==> config.mk <==
export PLATFORM = sky130hd
export DESIGN_NAME = ioctl_upload_server
export DESIGN_NICKNAME = d
export VERILOG_FILES = /design/src/rtl/ioctl_upload_server.sv
export SDC_FILE = /design/constraint.sdc
export NUM_CORES = 1
export LEC_CHECK = 0
export BUFFER_PORTS_ARGS = -buffer_cell sky130_fd_sc_hd__buf_2
export CAP_MARGIN = 5
export CELL_PAD_IN_SITES_DETAIL_PLACEMENT = 0
export CELL_PAD_IN_SITES_GLOBAL_PLACEMENT = 1
export CORE_ASPECT_RATIO = 1.1
export CORE_MARGIN = 1
export CORE_UTILIZATION = 37
export CTS_CLUSTER_SIZE = 30
export DETAILED_ROUTE_END_ITERATION = 8
export PLACE_DENSITY = 0.9
export SLEW_MARGIN = 5
export SYNTH_ARGS = -nofsm -noshare
export SYNTH_HDL_FRONTEND = slang
export SYNTH_SLANG_ARGS = --single-unit
==> constraint.sdc <==
create_clock -name clk_sys -period 5.79 [get_ports clk_sys]
set_clock_uncertainty 0.2 [all_clocks]
set_input_delay 0.579 -clock clk_sys [delete_from_list [all_inputs] [get_ports clk_sys]]
set_output_delay 0.579 -clock clk_sys [all_outputs]
set_load 0.05 [all_outputs]
==> src/rtl/ioctl_upload_server.sv <==
// Host upload (read) end of the ioctl channel: turns ioctl_rd strobes into variable-latency
// memory reads. Define UPLOAD_CHECKSUM_EN to build the running mod-256 sum on upload_sum.
module ioctl_upload_server #(
  parameter int unsigned ADDR_W  = 16,
  parameter int unsigned SIZE    = 4096,
  parameter logic [7:0]  INDEX   = 8'h01,
  parameter logic [7:0]  FILL    = 8'hFF,
  parameter int unsigned TIMEOUT = 255
) (
  input  logic              clk_sys,
  input  logic              reset_n,
  input  logic              ioctl_upload,
  input  logic [7:0]        ioctl_index,
  input  logic              ioctl_rd,
  input  logic [24:0]       ioctl_addr,
  output logic [7:0]        ioctl_din,
  output logic              ioctl_wait,
  output logic [ADDR_W-1:0] mem_addr,
  output logic              mem_rd,
  input  logic [7:0]        mem_data,
  input  logic              mem_valid,
  output logic              upload_active,
  output logic              upload_err,
  output logic [7:0]        upload_sum
);

  typedef enum logic [0:0] {StIdle, StFetch} state_e;

  localparam logic [7:0] TimerLast = 8'(TIMEOUT - 1);

  state_e            state_q, state_d;
  logic [7:0]        timer_q, timer_d;
  logic [ADDR_W-1:0] addr_q, addr_d;
  logic [7:0]        din_q, din_d;
  logic              err_q, err_d;
  logic              active_q;
  logic              sel, in_window, session_start;
  logic              deliver;
  logic [7:0]        deliver_byte;

  assign sel           = ioctl_upload && (ioctl_index == INDEX);
  assign in_window     = {7'd0, ioctl_addr} < SIZE;
  assign session_start = sel && !active_q;

  always_comb begin
    state_d      = state_q;
    timer_d      = timer_q;
    addr_d       = addr_q;
    din_d        = din_q;
    err_d        = session_start ? 1'b0 : err_q;
    deliver      = 1'b0;
    deliver_byte = FILL;
    case (state_q)
      StIdle: begin
        if (ioctl_rd && sel) begin
          if (in_window) begin
            state_d = StFetch;
            addr_d  = ioctl_addr[ADDR_W-1:0];
            timer_d = 8'd0;
          end else begin
            deliver = 1'b1;
          end
        end
      end
      StFetch: begin
        timer_d = timer_q + 8'd1;
        // Abort beats a same-cycle mem_valid so a dropped session never delivers.
        if (!sel) begin
          state_d = StIdle;
        end else if (mem_valid) begin
          state_d      = StIdle;
          deliver      = 1'b1;
          deliver_byte = mem_data;
        end else if (timer_q == TimerLast) begin
          state_d = StIdle;
          deliver = 1'b1;
          err_d   = 1'b1;
        end
      end
      default: state_d = StIdle;
    endcase
    if (deliver) din_d = deliver_byte;
  end

  always_ff @(posedge clk_sys or negedge reset_n) begin
    if (!reset_n) begin
      state_q  <= StIdle;
      timer_q  <= 8'd0;
      addr_q   <= '0;
      din_q    <= 8'd0;
      err_q    <= 1'b0;
      active_q <= 1'b0;
    end else begin
      state_q  <= state_d;
      timer_q  <= timer_d;
      addr_q   <= addr_d;
      din_q    <= din_d;
      err_q    <= err_d;
      active_q <= sel;
    end
  end

  assign ioctl_din     = din_q;
  assign ioctl_wait    = (state_q == StFetch);
  assign mem_rd        = (state_q == StFetch);
  assign mem_addr      = addr_q;
  assign upload_active = active_q;
  assign upload_err    = err_q;

`ifdef UPLOAD_CHECKSUM_EN
  logic [7:0] sum_q, sum_d;

  always_comb begin
    sum_d = session_start ? 8'h00 : sum_q;
    if (deliver) sum_d = sum_d + deliver_byte;
  end

  always_ff @(posedge clk_sys or negedge reset_n) begin
    if (!reset_n) sum_q <= 8'h00;
    else          sum_q <= sum_d;
  end

  assign upload_sum = sum_q;
`else
  assign upload_sum = 8'h00;
`endif

endmodule

; ---- Word-level counts from Yosys, hierarchy flattened
; Index checks and enable logic that the tools add are counted.
[totals]
out_inout_bits = 36
inputBits = 46
ff_bits = 35
word_cells = 42
[op_classes]
n_bitwise = 1
n_lt_le_gt_ge = 1
reduce_logical = 6
addsub = 1
muxes = 23
eq_ne = 4
[ops]
columns = op, n
row1 = 8-bit 2-to-1 mux, 5
row2 = "25-bit by 13-bit < comparator with 1-bit output, second input constant", 1
row3 = 8-bit case mux with 2 select lines, 1
row4 = 1-bit 2-to-1 mux, 15
row5 = "8-bit by 1-bit adder with 8-bit output, second input constant", 1
row6 = "8-bit by 1-bit == test with 1-bit output, second input constant", 1
row7 = "8-bit == test, second input constant", 1
row8 = "2-bit != test, second input constant", 2
row9 = 1-bit case mux with 2 select lines, 2
row10 = 1-bit logical AND, 3
row11 = 3-bit AND reduction, 1
row12 = 2-bit AND reduction, 1
row13 = 1-bit logical NOT, 1
row14 = 1-bit inverter, 1

; ---- Depth between registers and ports, before layout
[logic_depth]
depth_word = 8
ltp_mapped = 6
depth_no_buf = 6

; ---- Worst setup path after synthesis
; No wires, ideal clock.
[synth_timing]
path_kind = input port to flip-flop
startpoint = in ioctl_index[2]
endpoint = reg addr_q[5] (netlist: mem_addr[5])
n_path_buf = 1
slack_ps = 3466
arrival_ps = 1997
cell_stages = 5
cell_sequence = or4_4 -> nor4_4 -> and2_4 -> buf_6 -> mux2_1
[synth_via]
elab_chain_len = 4
[synth_lines]
columns = item, line
row1 = from (decl), 13  ; input logic [7:0] ioctl_index,
row2 = 8-bit by 1-bit == test with 1-bit output, 41  ; assign sel = ioctl_upload && (ioctl_index == INDEX);
row3 = 1-bit logical AND, 41
row4 = 1-bit logical AND, 55  ; if (ioctl_rd && sel) begin
row5 = 3-bit AND reduction (no source line), n/a
row6 = to (signal assigned), 96  ; addr_q <= addr_d;
row7 = to (decl), 33  ; logic [ADDR_W-1:0] addr_q, addr_d;
; No other way between the ends.
; A chain may end at the register's enable or synchronous reset.

; ---- Worst setup path in the final report
[layout_timing]
startpoint = in ioctl_index[2]
endpoint = reg addr_q[6] (netlist: mem_addr[6])
; Same word-level chain as after synthesis.

==> load_flow_metrics.sql <==
INSERT INTO impl_metrics (metric_group, metric, value, unit) VALUES
('place', 'place.port_buffers', '73', ''),
('setup_path', 'critPathMaxStageDelay', '0.57', 'ns'),
('detailed_routing', 'per_cell_via_count_in_the_routed_design', '4.81', ''),
('clock_network', 'cts_sinks', '35', ''),
('place', 'gpl.final_weighted_congestion', '0.709', ''),
('sta', 'setup_tns', '0', 'ns'),
('sta', 'fmax', '440', 'MHz'),
('finish', 'layout-drive-gt1-share', '47.8', '%'),
('sta', 'slew_headroom', '49.9', '%'),
('synth', 'synth.avg_cell_area', '12.7', 'um^2'),
('sta', 'hold_violations', '0', ''),
('finish', 'area_growth_syn_to_layout', '26.7', '%'),
('sta', 'final_max_slew_viol_count', '0', ''),
('finish', 'antenna_cells', '0', ''),
('detailed_routing', 'drt_first_pass_iters', '4', ''),
('clock_network', 'cts.root.buffer_cell', 'clkbuf_8', ''),
('setup_path', 'worstPathRequired', '5.76', 'ns'),
('die', 'design.core.area', '0.00429', 'mm^2'),
('sta', 'max_slew.worst_pin.slew', '0.751', 'ns'),
('setup_path', 'crit_fanout', '21', ''),
('sta', 'finalWorstPathRequiredPeriod', '2.27', 'ns'),
('synth', 'synth.lib_cells_used.distinct', '36', ''),
('setup_path', 'slowest_stage', 'or4_4', ''),
('clock_network', 'clk-insertion-delay-late', '0.28', 'ns'),
('finish', 'final-instance-count-excl-fill', '259', ''),
('power_and_ir_drop', 'powerDensity', '223', 'mW/mm^2'),
('detailed_routing', 'dr_total_vias', '1246', ''),
('die', 'chipHeight', '71.8', 'um'),
('synth', 'postSynthRegisterBits', '35', ''),
('power_and_ir_drop', 'p_leak', '1.14', 'nW'),
('setup_path', 'worstSetupStartpointType', 'input port', ''),
('die', 'row_count', '25', ''),
('global_route', 'vias_in_the_first_global_route', '1148', ''),
('detailed_routing', 'wire_per_inst', '12.4', 'um'),
('detailed_routing', 'totalWireLength', '3.22', 'mm'),
('setup_path', 'timing.critical_path.arrival', '2.24', 'ns'),
('clock_network', 'numCtsBuffers', '5', ''),
('status', 'run_status', 'complete, no violations', ''),
('global_route', 'initial_antenna_violation_count', '0', ''),
('setup_path', 'critPathTopFamily', 'simple AND/OR/NAND/NOR gates', ''),
('run', 'maxCapViolCount', '0', ''),
('sta', 'setup-violations-final', '0', ''),
('clock_network', 'post_cts_resized', '0', ''),
('global_route', 'groute.usage.overall', '14.4', '%'),
('place', 'hpwlAfterDp', '2.39', 'mm'),
('global_route', 'grt_max_degree', '36', ''),
('clock_network', 'clk_path_buf_depth', '2', ''),
('clock_network', 'post_cts_hold_buffer_count', '0', ''),
('global_route', 'global_route.overflow_total', '0', ''),
('finish', 'fin_nets', '252', ''),
('die', 'die_area', '0.00470', 'mm^2'),
('power_and_ir_drop', 'vdd.ir_drop.worst', '80.8', 'uV'),
('setup_path', 'critical_path_class', 'in2reg', ''),
('setup_path', 'worstPathCellList', 'buf_2, or4_4, nor4_4, and2_4, mux2_2', ''),
('clock_network', 'cts_htree_levels', '2', ''),
('global_route', 'grt_first_pass_wirelength', '5.06', 'mm'),
('sta', 'final.period_utilization', '39.3', '%'),
('synth', 'synth.yosys.warnings', '0', ''),
('detailed_routing', 'drcViolationCount', '0', ''),
('die', 'initial_core_util', '38.3', '%'),
('sta', 'rsz0062_at_grt', 'no', ''),
('place', 'placed_cells', '251', ''),
('die', 'die-width', '65.5', 'um'),
('synth', 'ys_seq_area_share', '53.4', '%'),
('synth', 'syn-instance-count', '129', ''),
('clock_network', 'clock_transition_at_the_register_clock_pins_on_the_worst_setup_and_hold_paths_after_cts', '0.07', 'ns'),
('min_path', 'timing.hold.worst.class', 'in2async', ''),
('clock_network', 'cts_setup_buffers', '0', ''),
('clock_network', 'tritoncts_clock_tree', 'built', ''),
('setup_path', 'timing.critical_path.buf_inv', '1', ''),
('die', 'num_io_pins', '82', ''),
('setup_path', 'worstSetupEndpointType', 'register', ''),
('finish', 'fillers', '402', ''),
('synth', 'cell_area_after_synthesis', '0.00164', 'mm^2'),
('detailed_routing', 'drt.antenna.violating_nets', '0', ''),
('detailed_routing', 'detailedRoute.firstIterationViolations', '57', '');
## per-stage QoR
| stage | hold slack (ns) | cell area [um^2] | setup WS, ns | utilization, % | power [mW] |
|---|---|---|---|---|---|
| after floorplan | 0.0834 | 1670 | 3.47 | - | 0.285 |
| after global placement | 0.271 | 2000 | 3.24 | 46.6 | 0.304 |
| after detailed placement | 0.283 | 2000 | 3.20 | 46.6 | 0.304 |
| after CTS | 0.183 | 2080 | 3.51 | 48.5 | 0.474 |
| after global routing | 0.220 | 2080 | 3.48 | 48.5 | 0.486 |
| final | 0.161 | 2080 | 3.52 | 48.5 | 0.464 |
## where the power goes
| group | internal (mW) | leakage, nW | switching (mW) |
|---|---|---|---|
| registers | 0.247 | 0.446 | 0.00129 |
| logic | 0.0163 | 0.649 | 0.0340 |
| clock network | 0.0843 | 0.0422 | 0.0810 |
## path summary, 6_finish.rpt
path                                start             to  slack, ns  cells after the start
min reg2reg                   mem_addr[5]    mem_addr[5]       0.29                      1
max in group asynchronous         reset_n  upload_active       4.75                      1
min                               reset_n     timer_q[3]       0.16                      1
max                        ioctl_index[2]    mem_addr[6]       3.52                      5
min in group clk_sys          mem_addr[5]    mem_addr[5]       0.29                      1
max reg2reg                    ioctl_wait    mem_addr[6]       3.82                      4
## sequential cells by signal, summed over array words and instances (netlist names)
register and cells:
mem_addr 16, ioctl_din 8, timer_q 8, ioctl_wait 1, upload_active 1, upload_err 1
## routing by layer
layer	global-route usage [%]	up-vias	routed length [um]
li1	-	596	-
met1	18.2	575	1510
met2	22.7	68	1390
met3	2.87	7	236
met4	8.70	0	76
met5	0	-	0
## synth_stat cells
cell | count | area (um^2)
dfrtp_1 | 35 | 876
mux2_4 | 10 | 150
buf_4 | 9 | 67.6
o22a_1 | 8 | 70.1
nand2_1 | 6 | 22.5
nand4_1 | 5 | 31.3
nand3_1 | 4 | 20.0
nor2_1 | 4 | 15.0
nor2b_1 | 4 | 25.0
o21ai_0 | 4 | 20.0
xor2_1 | 4 | 35.0
and3_1 | 3 | 18.8
o22ai_1 | 3 | 18.8
or2_2 | 3 | 18.8
ha_1 | 2 | 25.0
inv_1 | 2 | 7.51
nand2b_1 | 2 | 12.5
nor4_1 | 2 | 12.5
o21bai_1 | 2 | 15.0
a311o_1 | 1 | 10.0
a32o_2 | 1 | 11.3
and2_4 | 1 | 8.76
and4_1 | 1 | 8.76
buf_12 | 1 | 20.0
buf_6 | 1 | 11.3
clkbuf_1 | 1 | 3.75
conb_1 | 1 | 3.75
mux2_1 | 1 | 11.3
mux2_2 | 1 | 11.3
nand3b_1 | 1 | 7.51
nor3_1 | 1 | 5.00
nor3_4 | 1 | 16.3
nor4_4 | 1 | 21.3
o41ai_1 | 1 | 8.76
or3b_1 | 1 | 8.76
or4_4 | 1 | 11.3
## area by class of cell
class,count,area (um^2),area share (%)
Timing Repair Buffer,73,365,17.6
Clock buffer,7,76.3,3.67
Multi-Input combinational cell,87,681,32.8
Inverter,2,7.51,0.361
Sequential cell,35,876,42.1
Clock inverter,1,5.00,0.241
Tap cell,54,67.6,3.25
## cell families (layout without fill, tap and decap cells)
family                   Yosys count  in the layout  share of synthesized area, %
flip-flops                        35             35                          53.4
AO/OA/AOI/OAI                     20             20                          9.38
multiplexers                      12             12                          10.5
adder cells (fa/ha/maj)            2              2                          1.53
other                              1              8                         0.229
AND/OR/NAND/NOR                   41             41                          16.1
buffers and inverters             14             83                          6.71
XOR/XNOR                           4              4                          2.14
## cell usage in the layout, fill, tap and decap left out, drive strengths merged, types with 4 or more instances in the layout
cell | netlist | routed
clkbuf | 1 | 7
mux2 | 12 | 12
nand3 | 4 | 4
o21ai | 4 | 4
dfrtp | 35 | 35
conb | 1 | 8
nand4 | 5 | 5
nand2 | 6 | 6
nor2 | 4 | 4
nor2b | 4 | 4
buf | 11 | 73
o22a | 8 | 8
xor2 | 4 | 4
Power figures use the tool's default switching activity.
